$ cat src/rtl/pipe_hazard_ctrl.sv
// pipe_hazard_ctrl: stall/flush control for a five-stage in-order pipeline.
// It resolves data-memory waits (with a timeout that sticks in an error
// state), taken-branch flushes and load-use hazards, in that priority.
// Outputs are combinational in the state and the current inputs, so a
// hazard is answered in the cycle it appears.
// Optional feature: define HAZARD_PERF_CNT_EN to add the stall_cycles
// performance counter (a saturating count of cycles with stall_if high).
module pipe_hazard_ctrl #(
  parameter int unsigned TIMEOUT_CYCLES = 255
) (
  input  logic        clk,
  input  logic        rst_n,
  input  logic [4:0]  id_rs1,
  input  logic [4:0]  id_rs2,
  input  logic        ex_mem_read,
  input  logic [4:0]  ex_rd,
  input  logic        ex_br_taken,
  input  logic        dmem_req,
  input  logic        dmem_ack,
  output logic        stall_if,
  output logic        stall_id,
  output logic        stall_ex,
  output logic        stall_mm,
  output logic        flush_id,
  output logic        flush_ex,
`ifdef HAZARD_PERF_CNT_EN
  output logic [31:0] stall_cycles,
`endif
  output logic        timeout_err
);

  typedef enum logic [1:0] {
    ST_RUN      = 2'd0,
    ST_MEM_WAIT = 2'd1,
    ST_ERR      = 2'd2
  } state_t;

  localparam logic [15:0] TIMEOUT_L = 16'(TIMEOUT_CYCLES);

  state_t      state_q, state_d;
  logic [15:0] cnt_q, cnt_d;
  logic        mem_stall_s;
  logic        load_use_s;

  // Load-use: the load in EX writes a register the instruction in ID reads;
  // x0 is never a real dependency.
  always_comb begin
    load_use_s = ex_mem_read && (ex_rd != 5'd0) &&
                 ((ex_rd == id_rs1) || (ex_rd == id_rs2));
  end

  // Next-state and wait-counter logic for the data-memory wait FSM.
  always_comb begin
    state_d     = state_q;
    cnt_d       = cnt_q;
    mem_stall_s = 1'b0;
    case (state_q)
      ST_RUN: begin
        if (dmem_req && !dmem_ack) begin
          mem_stall_s = 1'b1;
          state_d     = ST_MEM_WAIT;
          cnt_d       = 16'd1;
        end else begin
          state_d = ST_RUN;
        end
      end
      ST_MEM_WAIT: begin
        // An ack in the timeout cycle still wins and returns to RUN.
        if (dmem_ack) begin
          state_d = ST_RUN;
          cnt_d   = 16'd0;
        end else if (cnt_q == TIMEOUT_L) begin
          mem_stall_s = 1'b1;
          state_d     = ST_ERR;
        end else begin
          mem_stall_s = 1'b1;
          cnt_d       = cnt_q + 16'd1;
        end
      end
      ST_ERR: begin
        // Only reset leaves ERR; the pipeline stays frozen.
        mem_stall_s = 1'b1;
      end
      default: begin
        state_d = ST_RUN;
        cnt_d   = 16'd0;
      end
    endcase
  end

  // Output decode in priority order: memory wait/error, branch, load-use.
  always_comb begin
    stall_if    = 1'b0;
    stall_id    = 1'b0;
    stall_ex    = 1'b0;
    stall_mm    = 1'b0;
    flush_id    = 1'b0;
    flush_ex    = 1'b0;
    timeout_err = (state_q == ST_ERR);
    if (mem_stall_s) begin
      stall_if = 1'b1;
      stall_id = 1'b1;
      stall_ex = 1'b1;
      stall_mm = 1'b1;
    end else if (ex_br_taken) begin
      flush_id = 1'b1;
      flush_ex = 1'b1;
    end else if (load_use_s) begin
      stall_if = 1'b1;
      stall_id = 1'b1;
      flush_ex = 1'b1;
    end else begin
      stall_if = 1'b0;
    end
  end

  // FSM state and wait-counter registers.
  always_ff @(posedge clk or negedge rst_n) begin
    if (!rst_n) begin
      state_q <= ST_RUN;
      cnt_q   <= 16'd0;
    end else begin
      state_q <= state_d;
      cnt_q   <= cnt_d;
    end
  end

`ifdef HAZARD_PERF_CNT_EN
  logic [31:0] stall_cycles_q, stall_cycles_d;

  // Saturating count of cycles in which the PC is held.
  always_comb begin
    if (stall_if && (stall_cycles_q != 32'hFFFF_FFFF)) begin
      stall_cycles_d = stall_cycles_q + 32'd1;
    end else begin
      stall_cycles_d = stall_cycles_q;
    end
  end

  // Performance counter register.
  always_ff @(posedge clk or negedge rst_n) begin
    if (!rst_n) begin
      stall_cycles_q <= 32'd0;
    end else begin
      stall_cycles_q <= stall_cycles_d;
    end
  end

  assign stall_cycles = stall_cycles_q;
`endif

endmodule

$ cat config.mk
export PLATFORM = sky130hd
export DESIGN_NAME = pipe_hazard_ctrl
export DESIGN_NICKNAME = d
export VERILOG_FILES = /design/src/rtl/pipe_hazard_ctrl.sv
export SDC_FILE = /design/constraint.sdc
export NUM_CORES = 1
export LEC_CHECK = 0
export ABC_AREA = 1
export CAP_MARGIN = 20
export CELL_PAD_IN_SITES_DETAIL_PLACEMENT = 0
export CELL_PAD_IN_SITES_GLOBAL_PLACEMENT = 1
export CORE_MARGIN = 3
export CORE_UTILIZATION = 35
export DETAILED_ROUTE_END_ITERATION = 8
export PLACE_DENSITY = 0.76
export SLEW_MARGIN = 15
export SYNTH_ARGS = -nofsm -noshare
export SYNTH_HDL_FRONTEND = slang
export SYNTH_SLANG_ARGS = --single-unit
$ cat constraint.sdc
create_clock -name clk -period 2 [get_ports clk]
set_input_delay 0.4 -clock clk [delete_from_list [all_inputs] [get_ports clk]]
set_output_delay 0.4 -clock clk [all_outputs]
set_load 0.01 [all_outputs]
==> impl_summary.md <==
Synth
Sequential elements use 31.4% of the synthesized area. The synthesized design contains 0 enable-type register cells. The library cell with the largest summed area after synthesis is sky130_fd_sc_hd__dfrtp_1. The cell area after technology mapping is 1430 sq um. The most common cell in the synthesized netlist is sky130_fd_sc_hd__nand2_1.

After synthesis, the most frequently instantiated cells are sky130_fd_sc_hd__nand2_1, sky130_fd_sc_hd__inv_1, sky130_fd_sc_hd__nor2_1. The most used flip-flop cell after synthesis is sky130_fd_sc_hd__dfrtp_1. The total of flip-flops plus latches after synthesis is 18.

After technology mapping, the gate count stands at 235. The number of nets in the synthesized netlist is 257. Synthesis instantiated 23 different standard cells from the library. The number of warnings reported in the yosys synthesis log is 0.

Sorting the synthesized cells by area gives the leading types as sky130_fd_sc_hd__dfrtp_1, sky130_fd_sc_hd__nand2_1, sky130_fd_sc_hd__inv_1, sky130_fd_sc_hd__nor2_1, sky130_fd_sc_hd__nand4_1. The mean instance size in the synthesized netlist is 6.10 sq um. In the synthesized netlist the async set-or-reset flop fraction comes to 100%. The share of the synthesized area in the top cell type is 31.4%.

Routing
The average wire per cell in the routed design is 11.1 um. The detail route stage leaves a number of antenna-violating nets equal to 0. The final layout contains routed wiring with a total length of 3540 um. In the routed design, unresolved DRC markers number 0. The detailed router finished its first iteration with 79 violations. After detailed routing, the number of vias per cell comes to 4.73. The first-pass detailed-route iteration total is 4. The via count of the routed design is 1504.

Power
The static power due to leakage is 0.00104 uW. The cell area power density is 470 nW/um^2. Across the VDD grid, the largest voltage drop is 0.306 mV.

Worst setup path
Data arrives at the worst endpoint at 1.49 ns. On the worst path, the slowest cell contributes a delay of 0.56 ns. On the critical path, the stage with the largest delay is an instance of sky130_fd_sc_hd__clkdlybuf4s50_1. The worst setup path is of the reg2out kind. The sort of element at the start of the critical path is a flip-flop.

Traced cell by cell, the critical path runs through buf_4, nor2_1, clkdlybuf4s50_1. The setup slack of the worst register-to-register path is 0.40 ns. The worst register-to-register path begins at cnt_q[0]. In this run the worst path has a maximum fanout of 4. At the worst endpoint, the required time is 1.60 ns. The worst reg-to-reg path cell count is 10. The launch point of the critical path is state_q[0]. The destination of the worst register-to-register timing path is cnt_q[7]. The worst setup path is captured at a primary output.

Clocking
The latest clock arrival within the worst-skew pair is 0.26 ns. The H-tree depth is 1. The root buffer selected by CTS is sky130_fd_sc_hd__clkbuf_8. The clock passes through at most 2 buffers. The number of clock buffers added by TritonCTS is 3. Clock-pin slew was measured on the worst setup and hold paths at 0.07 ns. TritonCTS built the clock tree. Buffers inserted to repair hold after CTS numbered 0.

The clock drives 18 sinks. The number of setup buffers added after CTS is 0.

Floorplanning
Pin placement for this block handled 28 I/O pins. The starting density of the core is 37.7%. The number of core rows is 22. The die boundary height is 70.0 um. From left edge to right edge, the die measures 70.0 um. The core region is 3800 sq um. The die covers 4900 sq um.

Finish
For this run, the number of standard cells in the final layout without fillers is 318. The post-route netlist has 12.6% of its cells at a drive strength greater than 1. The diode insertion count for antenna repair is 0. The finished cells cover 1850 sq um. Compared with the post-synthesis result, the final layout area differs by 29.0%. The post-layout net count is 294. The core utilization of the finished layout is 48.7%.

Global route
The maximum number of pins on one net before global-route repair is 19. The aggregate global routing overflow is 0. The first-pass GRT wire length is 6150 um. The via count of the first global-routing pass is 1349.

The overall fraction of global-route tracks in use is 15.2%. The number of antenna violations at the first check in global routing is 0.

Placement
At the end of routability-driven placement, the weighted congestion stood at 0.767. The placed instances occupy a cell area of 1810 sq um. Buffers placed on the I/O ports in this run total 27.

After legalization and detailed placement, the total HPWL measured 2700 um. After detailed placement, the design holds a cell count of 315.

STA
The final clock skew is 0.00263 ns. For the pin with the worst max-slew slack, the measured transition is 0.364 ns. The number of hold-slack violations in the final timing report is 0. Timing would allow up to 528 MHz. The worst max-slew margin expressed relative to the limit is 75.7%. The final worst-path cycle share is 94.7%. For the final routed database, the setup TNS stands at 0 ns.

Setup repair after global routing left no endpoint under its margin. The final number of setup-violating endpoints is 0. Subtracting the final worst setup slack from the clock period gives 1.89 ns. The count of pins over their slew limit is 0.

Min path
The path class of the tightest hold or removal check is in2async.

Outcome
The run finished with clean final reports.

Job
Across the run, the number of max-cap violations was 0.
[worst max path at each step]
stage | end | slack (ns) | cells past startpoint
finish | timeout_err | 0.11 | 3
global route | timeout_err | 0.01 | 3
CTS | flush_ex | -0.06 | 10
detailed placement | stall_if | -0.50 | 10
global placement | stall_id | -0.50 | 10
floorplan | flush_ex | 0.43 | 7
[registers in the layout, summed over array words and instances, names as in the netlist]
| register | flops |
|---|---|
| state_q | 2 |
| cnt_q | 16 |
[cells in the final DEF, fill, tap and decap left out, types with 2 or more instances in the layout]
cell,count
sky130_fd_sc_hd__nand2_1,84
sky130_fd_sc_hd__inv_1,31
sky130_fd_sc_hd__nor2_1,28
sky130_fd_sc_hd__dfrtp_1,18
sky130_fd_sc_hd__nand3_1,16
sky130_fd_sc_hd__nand4_1,15
sky130_fd_sc_hd__buf_4,10
sky130_fd_sc_hd__o21ai_1,9
sky130_fd_sc_hd__dlymetal6s2s_1,9
sky130_fd_sc_hd__clkdlybuf4s50_1,7
sky130_fd_sc_hd__o21bai_1,5
sky130_fd_sc_hd__dlygate4sd2_1,5
sky130_fd_sc_hd__buf_2,4
sky130_fd_sc_hd__o21ai_0,3
sky130_fd_sc_hd__nor2_2,3
sky130_fd_sc_hd__nand2_2,3
sky130_fd_sc_hd__or2_2,3
sky130_fd_sc_hd__clkbuf_8,3
sky130_fd_sc_hd__inv_2,2
sky130_fd_sc_hd__xnor2_1,2
sky130_fd_sc_hd__clkbuf_2,2
[metrics by stage]
stage / total power (uW) / hold slack (ns) / setup slack, ns
global placement: 640 / 0.501 / -0.502
floorplan: 510 / 0.104 / 0.426
finish: 868 / 0.480 / 0.106
global route: 925 / 0.511 / 0.0101
CTS: 891 / 0.489 / -0.0577
detailed placement: 638 / 0.509 / -0.503
[kinds of logic after synthesis]
group	Yosys count	share of synthesized area, %
xor+xnor	2	1.22
fa+ha+maj	1	0.872
compound gates	19	7.68
buf+inv	40	12.1
simple gates	155	46.7
flops	18	31.4
[metal layers]
metal  vias to the layer above  routed length, um  GRT usage, %
met5                         -                  0             0
met4                         0                 22          2.55
met3                         2                191          3.45
met2                        29               1600          24.2
met1                       658               1730          21.4
li1                        815                  -             -
[area by class of cell]
class | count | area, sq um
fill | 413 | 1950
multi-input combinational | 177 | 817
sequential | 18 | 450
timing repair buffer | 38 | 352
inverter | 34 | 129
tap | 48 | 60.1
clock buffer | 3 | 41.3
[worst max-delay path, delay by kind of cell, from the launching register on]
family                 cells  cell delay, ns
buffers and inverters      2            0.71
flip-flops                 1            0.39
AND/OR/NAND/NOR            1            0.14
[report_power, final]
part	internal (uW)	total [uW]	switching (uW)
Clock	134	259	125
Sequential	375	386	10.5
Combinational	105	224	119
[timing repair]
item,in CTS,in global routing
gates resized for setup,25,15
setup endpoints to repair,6,6
pin swaps,0,8
Power figures use the tool's default switching activity.
